$ cat config.mk
export PLATFORM = sky130hd
export DESIGN_NAME = mc_store_buffered
export DESIGN_NICKNAME = d
export VERILOG_FILES = /design/src/rtl/mc_store_buffered.sv
export SDC_FILE = /design/constraint.sdc
export NUM_CORES = 1
export LEC_CHECK = 0
export ABC_CLOCK_PERIOD_IN_PS = 6400
export CORE_UTILIZATION = 60
export DETAILED_ROUTE_END_ITERATION = 8
export DONT_BUFFER_PORTS = 1
export GPL_TIMING_DRIVEN = 1
export PLACE_DENSITY = 0.76
export REMOVE_ABC_BUFFERS = 1
export SLEW_MARGIN = 30
export SYNTH_ARGS = -nofsm -noshare
export SYNTH_HDL_FRONTEND = slang
export SYNTH_SLANG_ARGS = --single-unit
export TNS_END_PERCENT = 20
$ cat constraint.sdc
create_clock -name clk -period 6.4 [get_ports clk]
set_input_delay 0.64 -clock clk [delete_from_list [all_inputs] [get_ports clk]]
set_output_delay 0.64 -clock clk [all_outputs]
set_load 0.005 [all_outputs]
$ cat src/rtl/mc_store_buffered.sv
// ---------------------------------------------------------------------------
// mc_store_buffered
//   Store port between a dataflow circuit and a memory-controller interface.
//   The address and data input channels are joined, then buffered in a
//   circular FIFO of DEPTH entries. The head entry is issued on two
//   independent memory channels (address and data). Each channel has its own
//   handshake and is tracked by a per-head sent flag, so back-pressure on one
//   channel never stalls the other. The head is popped once both channels
//   have accepted it.
//
// Ports:
//   clk, rst                  clock (rising edge), synchronous active-high reset
//   addrIn/_valid/_ready      store address from the circuit
//   dataIn/_valid/_ready      store data from the circuit
//   addrOut/_valid/_ready     address channel towards memory
//   dataToMem/_valid/_ready   data channel towards memory
//   pending_count             number of occupied FIFO entries (registered)
//   empty                     high when no store is pending (registered)
// ---------------------------------------------------------------------------
module mc_store_buffered #(
  parameter int DATA_TYPE = 32,
  parameter int ADDR_TYPE = 32,
  parameter int DEPTH     = 4,
  parameter int CNT_W     = 8
) (
  input  logic                 clk,
  input  logic                 rst,
  input  logic [DATA_TYPE-1:0] dataIn,
  input  logic                 dataIn_valid,
  output logic                 dataIn_ready,
  input  logic [ADDR_TYPE-1:0] addrIn,
  input  logic                 addrIn_valid,
  output logic                 addrIn_ready,
  output logic [DATA_TYPE-1:0] dataToMem,
  output logic                 dataToMem_valid,
  input  logic                 dataToMem_ready,
  output logic [ADDR_TYPE-1:0] addrOut,
  output logic                 addrOut_valid,
  input  logic                 addrOut_ready,
  output logic [CNT_W-1:0]     pending_count,
  output logic                 empty
);

  localparam int PTR_W = (DEPTH > 1) ? $clog2(DEPTH) : 1;
  localparam logic [PTR_W-1:0] LAST_PTR  = PTR_W'(DEPTH - 1);
  localparam logic [CNT_W-1:0] DEPTH_CNT = CNT_W'(DEPTH);

  // Pointer advance with explicit wrap so DEPTH need not be a power of two.
  function automatic logic [PTR_W-1:0] ptr_inc(input logic [PTR_W-1:0] p);
    logic [PTR_W-1:0] r;
    if (p == LAST_PTR) begin
      r = '0;
    end else begin
      r = p + PTR_W'(1);
    end
    return r;
  endfunction

  // Storage
  logic [ADDR_TYPE-1:0] addr_mem_q [DEPTH];
  logic [DATA_TYPE-1:0] data_mem_q [DEPTH];

  // Control state
  logic [PTR_W-1:0] rd_ptr_q, rd_ptr_d;
  logic [PTR_W-1:0] wr_ptr_q, wr_ptr_d;
  logic [CNT_W-1:0] count_q, count_d;
  logic             empty_q, empty_d;
  logic             addr_sent_q, addr_sent_d;
  logic             data_sent_q, data_sent_d;

  // Internal handshake signals
  logic full_s;
  logic push_s;
  logic pop_s;
  logic addr_hs_s;
  logic data_hs_s;
  logic addr_done_s;
  logic data_done_s;

  // Input join: each ready only depends on the other input's valid and on
  // FIFO occupancy, never on the memory-side readies.
  always_comb begin
    full_s       = (count_q == DEPTH_CNT);
    addrIn_ready = dataIn_valid & ~full_s;
    dataIn_ready = addrIn_valid & ~full_s;
    push_s       = addrIn_valid & dataIn_valid & ~full_s;
  end

  // Eager fork on the head entry; a channel stays quiet once it has accepted.
  always_comb begin
    addrOut_valid   = ~empty_q & ~addr_sent_q;
    dataToMem_valid = ~empty_q & ~data_sent_q;
    addrOut         = addr_mem_q[rd_ptr_q];
    dataToMem       = data_mem_q[rd_ptr_q];
    addr_hs_s       = addrOut_valid & addrOut_ready;
    data_hs_s       = dataToMem_valid & dataToMem_ready;
    addr_done_s     = addr_sent_q | addr_hs_s;
    data_done_s     = data_sent_q | data_hs_s;
    pop_s           = ~empty_q & addr_done_s & data_done_s;
  end

  // Next-state computation for pointers, occupancy and sent flags.
  always_comb begin
    rd_ptr_d    = rd_ptr_q;
    wr_ptr_d    = wr_ptr_q;
    count_d     = count_q;
    addr_sent_d = addr_sent_q;
    data_sent_d = data_sent_q;

    if (push_s) begin
      wr_ptr_d = ptr_inc(wr_ptr_q);
    end else begin
      wr_ptr_d = wr_ptr_q;
    end

    if (pop_s) begin
      rd_ptr_d    = ptr_inc(rd_ptr_q);
      addr_sent_d = 1'b0;
      data_sent_d = 1'b0;
    end else begin
      rd_ptr_d    = rd_ptr_q;
      addr_sent_d = addr_sent_q | addr_hs_s;
      data_sent_d = data_sent_q | data_hs_s;
    end

    case ({push_s, pop_s})
      2'b10:   count_d = count_q + CNT_W'(1);
      2'b01:   count_d = count_q - CNT_W'(1);
      default: count_d = count_q;
    endcase

    empty_d = (count_d == CNT_W'(0));
  end

  // Control registers; reset discards every entry including a half-sent head.
  always_ff @(posedge clk) begin
    if (rst) begin
      rd_ptr_q    <= '0;
      wr_ptr_q    <= '0;
      count_q     <= '0;
      empty_q     <= 1'b1;
      addr_sent_q <= 1'b0;
      data_sent_q <= 1'b0;
    end else begin
      rd_ptr_q    <= rd_ptr_d;
      wr_ptr_q    <= wr_ptr_d;
      count_q     <= count_d;
      empty_q     <= empty_d;
      addr_sent_q <= addr_sent_d;
      data_sent_q <= data_sent_d;
    end
  end

  // Entry storage; contents are only meaningful while counted as occupied.
  always_ff @(posedge clk) begin
    if (push_s && !rst) begin
      addr_mem_q[wr_ptr_q] <= addrIn;
      data_mem_q[wr_ptr_q] <= dataIn;
    end
  end

  // Occupancy reporting straight from registers.
  always_comb begin
    pending_count = count_q;
    empty         = empty_q;
  end

endmodule

==> flow_summary.toml, run 1 <==
[outcome]
outcome = "completed"

[timing]
final-setup-viol-count = 0
whs_ps = 188
rsz0062_at_grt = "no"
setup_tns_ps = 0
slew_headroom_pct = 38.4
finClkSkew_ps = 10.6
maxClockFrequency_mhz = 270
layout_min_cycle_time_ps = 3710
hold_viol = 0
post-route-period-util_pct = 58.0
report.final.slew_viol_count = 0
tightest_slew_ps = 923

[power_and_ir_drop]
power-per-cell-area_nw_per_um2 = 333
ir_worst_vdd_uv = 254
p_leak_nw = 3.59
total_power_w = 0.00385

[worst_setup_path]
critPathMaxFanout = 22
critPathCaptureType = "flip-flop"
worstReg2RegEnd = "empty$_SDFF_PP1_"
r2r_slack_ps = 2690
critPathRequiredTime_ps = 6800
rr_worst_depth = 13
path_class = "flip-flop to flip-flop"
endpoint = "empty$_SDFF_PP1_"
start_kind = "flip-flop"
crit_start = "pending_count[3]$_SDFF_PP0_"
arrival_ps = 4110
worstReg2RegStart = "pending_count[3]$_SDFF_PP0_"

[final_layout]
diodes = 0
fill_cells = 1028
fin_nets = 574
final_area_sq_um = 11600
regArea_sq_um = 8040
drive_above_1_share_pct = 23.5
area_growth_syn_to_layout_pct = 11.2
multi_input_area_sq_um = 2260

[global_route]
grt_pass1_wl_um = 28900
grt_overflow_total = 0
grt_max_degree = 65
grt_usage_pct = 21.9
grt_pass1_vias = 4855
antenna_found_initial = 0

[clocking]
htreeDepth = 1
clk_pin_slew_worst_paths_ps = 60
cts_resized = 0
clk_path_buf_depth = 3
clock_latency_ps = 520
post_cts.repair.setup_buffers = 0
cts.sinks = 273
ctsHoldBuffers = 0
cts_tree = "yes"
numCtsBuffers = 27
ctsRootBufferMaster = "clkbuf_16"

[logic_synthesis]
avgSynthCellArea_sq_um = 21.4
synthCells = 486
ys_warn_count = 0
ys_ff_latch = 273
synthDistinctLibCells = 49
ys.flop_type = "edfxtp_1"
synth_edf_count = 256
synth_top_area_cell = "edfxtp_1"
synth.area.top_cells = "edfxtp_1 74%, mux4_2 14%, dfxtp_1 3.3%, ha_1 0.96%, nor2_1 0.79%"
yosysTopAreaCellShare_pct = 73.8
netlist_area_sq_um = 10400
synth-async-reset-ratio_pct = 0
yosysSeqAreaShare_pct = 77.1

[route]
drt_iter0_drc = 310
drt-total-wl_um = 19100
vias = 4707
final_antenna_net_count = 0
drc = 0
viasPerCell = 6.41
wl_per_cell_um = 26.0
firstDrtPassIters = 4

[placed_design]
gp_congestion = 0.877
port_buffers = 0
hpwl_um = 10700
placed_cell_area_sq_um = 10700

[die]
fp.dieH_um = 134
die-area_sq_um = 17900
core_area_sq_um = 16800
io-pin-count = 147
fp.dieW_um = 134
initial_core_util_pct = 62.1
rows = 47

[hold_path]
hold_class = "primary input to flip-flop"

[job]
cap_violations = 0
per-layer routing:
metal | wire (um) | GRT usage [%] | share of wire, % | vias to the layer above
met4 | 255 | 4.61 | 1.3 | 0
met3 | 1750 | 7.00 | 9.2 | 33
met2 | 10100 | 38.3 | 53 | 201
met5 | 0 | 0 | 0 | -
li1 | - | - | - | 2031
met1 | 6990 | 26.8 | 37 | 2442
Yosys cell counts, types with 2 or more instances:
cell type  number
a21o_1          2
a21oi_1        11
a31oi_1         2
and2_1          4
and3b_1         2
buf_2          10
clkbuf_1       12
dfxtp_1        17
edfxtp_1      256
ha_1            8
inv_1           6
mux2i_1         4
mux4_2         64
nand2_1         7
nand2b_1        2
nand3_1         3
nor2_1         22
nor2b_1         6
nor3_1          6
nor3b_1         2
o211ai_1        3
or3_1           4
xnor2_1         4
xor2_1          4
kinds of logic after synthesis:
| family | count (synthesis) | synth area share (%) |
|---|---|---|
| simple gates | 68 | 3.63 |
| xor+xnor | 8 | 0.673 |
| flops | 273 | 77.1 |
| fa+ha+maj | 8 | 0.962 |
| buf+inv | 30 | 1.31 |
| mux | 68 | 14.2 |
| compound gates | 31 | 2.08 |
cells in the final DEF, fill, tap and decap left out, types with 3 or more instances in the layout:
cell type	n
mux2i_1	4
a21oi_1	11
nand2_1	7
ha_1	8
nor3_1	6
nor2b_1	6
o211ai_1	3
or3_1	4
nand3_1	3
and2_4	4
nor2_1	22
edfxtp_1	256
clkinv_2	5
buf_12	3
clkbuf_16	27
dfxtp_1	15
mux4_2	64
inv_1	6
clkinv_1	3
bufinv_16	4
xor2_1	4
xnor2_1	4
clkinvlp_4	6
flip-flops by register name (all words and copies together) (netlist names), named ones only:
register	flops
rd_ptr_q	2
pending_count	8
addr_sent_q	1
addr_mem_q	128
data_sent_q	1
wr_ptr_q	2
data_mem_q	128
empty	1
how the worst min path moves through the flow:
stage                     slack, ps                          end  cells past startpoint                     start
final                           190  pending_count[5]$_SDFF_PP0_                      1                       rst
after global routing            160  pending_count[5]$_SDFF_PP0_                      1                       rst
after CTS                       160  pending_count[5]$_SDFF_PP0_                      1                       rst
after detailed placement        490     wr_ptr_q[1]$_SDFFE_PP0P_                      2  wr_ptr_q[1]$_SDFFE_PP0P_
after global placement          480     wr_ptr_q[1]$_SDFFE_PP0P_                      2  wr_ptr_q[1]$_SDFFE_PP0P_
after floorplan                 460     wr_ptr_q[1]$_SDFFE_PP0P_                      2  wr_ptr_q[1]$_SDFFE_PP0P_
final cells by class:
cell class                      count  share of cell area, %
Clock buffer                       28                   5.87
Tap cell                          220                   2.38
Timing Repair Buffer                5                  0.822
Clock inverter                     19                   1.82
Inverter                            6                  0.195
Sequential cell                   273                   69.4
Multi-Input combinational cell    183                   19.5
metrics by stage:
step / utilization, % / setup WS (ps) / instances
2_1_floorplan: - / 2370 / 462
3_3_place_gp: 63.2 / 3050 / 683
3_5_place_dp: 63.6 / 2820 / 686
4_1_cts: 68.9 / 2790 / 733
5_1_grt: 69.1 / 2410 / 734
6_report: 69.1 / 2690 / 734
worst max-delay path: stages (launching register included):
cell      delay, ps
dfxtp_1         600
nor3_1          140
and4_1          220
nor2b_1         300
nand2_1         200
ha_1            480
xor2_1          220
ha_1            240
nand2_1          80
o31ai_1         320
nor2_1          150
a311oi_1        290
nand3_1         140
a41o_1          200
power by group:
part	internal [W]	switching, W
Combinational	0.000124	0.000115
Sequential	0.00199	0.0000453
Clock	0.000932	0.000644
No activity file was read; power rests on OpenSTA's default activity.
==> inputs of run 2 (changes only) <==
--- a/config.mk
+++ b/config.mk
@@ -5,7 +5,7 @@
 export SDC_FILE = /design/constraint.sdc
 export NUM_CORES = 1
 export LEC_CHECK = 0
-export ABC_CLOCK_PERIOD_IN_PS = 6400
+export ABC_CLOCK_PERIOD_IN_PS = 3500
 export CORE_UTILIZATION = 60
 export DETAILED_ROUTE_END_ITERATION = 8
 export DONT_BUFFER_PORTS = 1
==> constraint.sdc (replaced) <==
create_clock -name clk -period 3.5 [get_ports clk]
set_input_delay 0.35 -clock clk [delete_from_list [all_inputs] [get_ports clk]]
set_output_delay 0.35 -clock clk [all_outputs]
set_load 0.005 [all_outputs]
==> flow_summary.toml, run 2 (same netlist as run 1, synthesis figures left out) <==
[outcome]
outcome = "completed"

[final_layout]
fin_util_pct = 73.0
fin_nets = 649
fill_cells = 978
diodes = 0
area_growth_syn_to_layout_pct = 17.5
final_area_sq_um = 12200
layout_common_cells = "256 x edfxtp_1, 65 x dlygate4sd3_1, 64 x mux4_2, 27 x clkbuf_16, 22 x nor2_1"
layout_commonest_cell = "edfxtp_1"
drive_above_1_share_pct = 21.1

[worst_setup_path]
crit_family = "simple AND/OR/NAND/NOR gates"
slowest_stage = "dfxtp_1"
path_cells = "nor2_1 > and4_1 > nor2b_1 > nand2_1 > ha_1 > buf_4 > xor2_1 > a32oi_1 > nand2_1 > or3_1 > nand4_1 > a41o_1"
crit_top_cell = "nand2_1"
critPathRequiredTime_ps = 3940
critPathCaptureType = "flip-flop"
critPathMaxFanout = 20
arrival_ps = 3700
path_buf_inv = 1
path_class = "flip-flop to flip-flop"
max_stage_delay_ps = 530
start_kind = "flip-flop"

[route]
drc = 0
drt_iter0_drc = 389
vias = 4954
firstDrtPassIters = 5
final_antenna_net_count = 0
wl_per_cell_um = 23.3
drt-total-wl_um = 18900
viasPerCell = 6.12

[clocking]
ctsRootBufferMaster = "clkbuf_16"
clk_pin_slew_worst_paths_ps = 60
cts.sinks = 273
clock_latency_ps = 510
cts_tree = "yes"
clk_path_buf_depth = 3
numCtsBuffers = 26
post_cts.repair.setup_buffers = 0
htreeDepth = 1

[power_and_ir_drop]
pwr-share-clk_pct = 37.5
internal-power_w = 0.00540
total_power_w = 0.00683
p_leak_nw = 3.89
ir_worst_vdd_uv = 455
p_sw_w = 0.00143
pwr-share-seq_pct = 54.1
swShare_pct = 21.0
power-per-cell-area_nw_per_um2 = 559
pwr-share-comb_pct = 8.3

[timing]
tightest_slew_ps = 671
finClkSkew_ps = 15.7
slew_headroom_pct = 55.1
hold_viol = 0
final-setup-viol-count = 0
rsz0062_at_grt = "no"
report.final.slew_viol_count = 0
post-route-period-util_pct = 92.9
maxClockFrequency_mhz = 307
layout_min_cycle_time_ps = 3250

[die]
initial_core_util_pct = 62.1
fp.dieW_um = 134
core_area_sq_um = 16800
rows = 47
fp.dieH_um = 134
die-area_sq_um = 17900
io-pin-count = 147

[hold_path]
hold_class = "primary input to flip-flop"

[global_route]
grt_pass1_wl_um = 28800
grt_usage_pct = 21.5
grt_overflow_total = 0
antenna_found_initial = 0
grt_max_degree = 65
grt_pass1_vias = 5173

[job]
cap_violations = 0

[placed_design]
gp_congestion = 0.901
placed_cell_area_sq_um = 10800
port_buffers = 0
hpwl_um = 11400
run 2: changes by cell type in the layout (fill, tap and decap cells not counted), sizes merged:
cell | before | now
dlygate4sd3 | 0 | 65
buf | 5 | 16
clkinvlp | 6 | 0
clkbuf | 28 | 32
clkinv | 8 | 12
bufinv | 4 | 1
run 2: what timing repair did:
| action | 4_1_cts | 5_1_grt |
|---|---|---|
| endpoints found under the hold margin | 273 | 0 |
| setup endpoints to repair | 0 | 1 |
| hold buffers | 65 | 0 |
| resized for setup | 0 | 1 |
run 2: per-stage QoR:
stage | TNS [ps] | hold slack (ps) | std cells | setup WS [ps]
2_1_floorplan | -15140 | 419 | 462 | -237
3_3_place_gp | 0 | 423 | 697 | 468
3_5_place_dp | 0 | 427 | 697 | 350
4_1_cts | 0 | 8.27 | 808 | 331
5_1_grt | 0 | 10.4 | 809 | 15.0
6_report | 0 | 22.7 | 809 | 247
run 2: power by group through the flow:
| stage | clock network, W | logic, W | registers, W |
|---|---|---|---|
| after global routing | 0.00273 | 0.000612 | 0.00371 |
| after floorplan | 0 | 0.000342 | 0.00379 |
| after detailed placement | 0 | 0.000474 | 0.00378 |
| after global placement | 0 | 0.000461 | 0.00377 |
| final | 0.00256 | 0.000570 | 0.00370 |
| after CTS | 0.00261 | 0.000568 | 0.00371 |
run 2: routing by layer:
| metal | vias up | routed length, um | global-route usage, % |
|---|---|---|---|
| li1 | 2189 | - | - |
| met1 | 2530 | 7420 | 27.9 |
| met2 | 211 | 9850 | 37.7 |
| met3 | 24 | 1300 | 4.19 |
| met4 | 0 | 291 | 5.05 |
| met5 | - | 0 | 0 |
run 2: layout make-up:
type | count | area [sq um] | area share (%)
Tap cell | 220 | 275 | 2.25
Clock inverter | 14 | 93.8 | 0.767
Multi-Input combinational cell | 183 | 2260 | 18.4
Clock buffer | 32 | 694 | 5.68
Sequential cell | 273 | 8040 | 65.7
Timing Repair Buffer | 81 | 853 | 6.98
Inverter | 6 | 22.5 | 0.184
run 2: path summary, 6_finish.rpt:
kind	from	endpoint	slack [ps]	cells after the start
max	pending_count[0]$_SDFF_PP0_	empty$_SDFF_PP1_	250	12
min	dataIn_valid	wr_ptr_q[1]$_SDFFE_PP0P_	20	2
max reg2reg	pending_count[0]$_SDFF_PP0_	empty$_SDFF_PP1_	250	12
min reg2reg	wr_ptr_q[1]$_SDFFE_PP0P_	wr_ptr_q[1]$_SDFFE_PP0P_	510	2
run 2: worst register-to-register path: stages, from the launching register on:
cell and delay (ps):
dfxtp_1 530, nor2_1 120, and4_1 220, nor2b_1 280, nand2_1 200, ha_1 290
buf_4 210, xor2_1 150, a32oi_1 390, nand2_1 120, or3_1 360, nand4_1 150
a41o_1 180
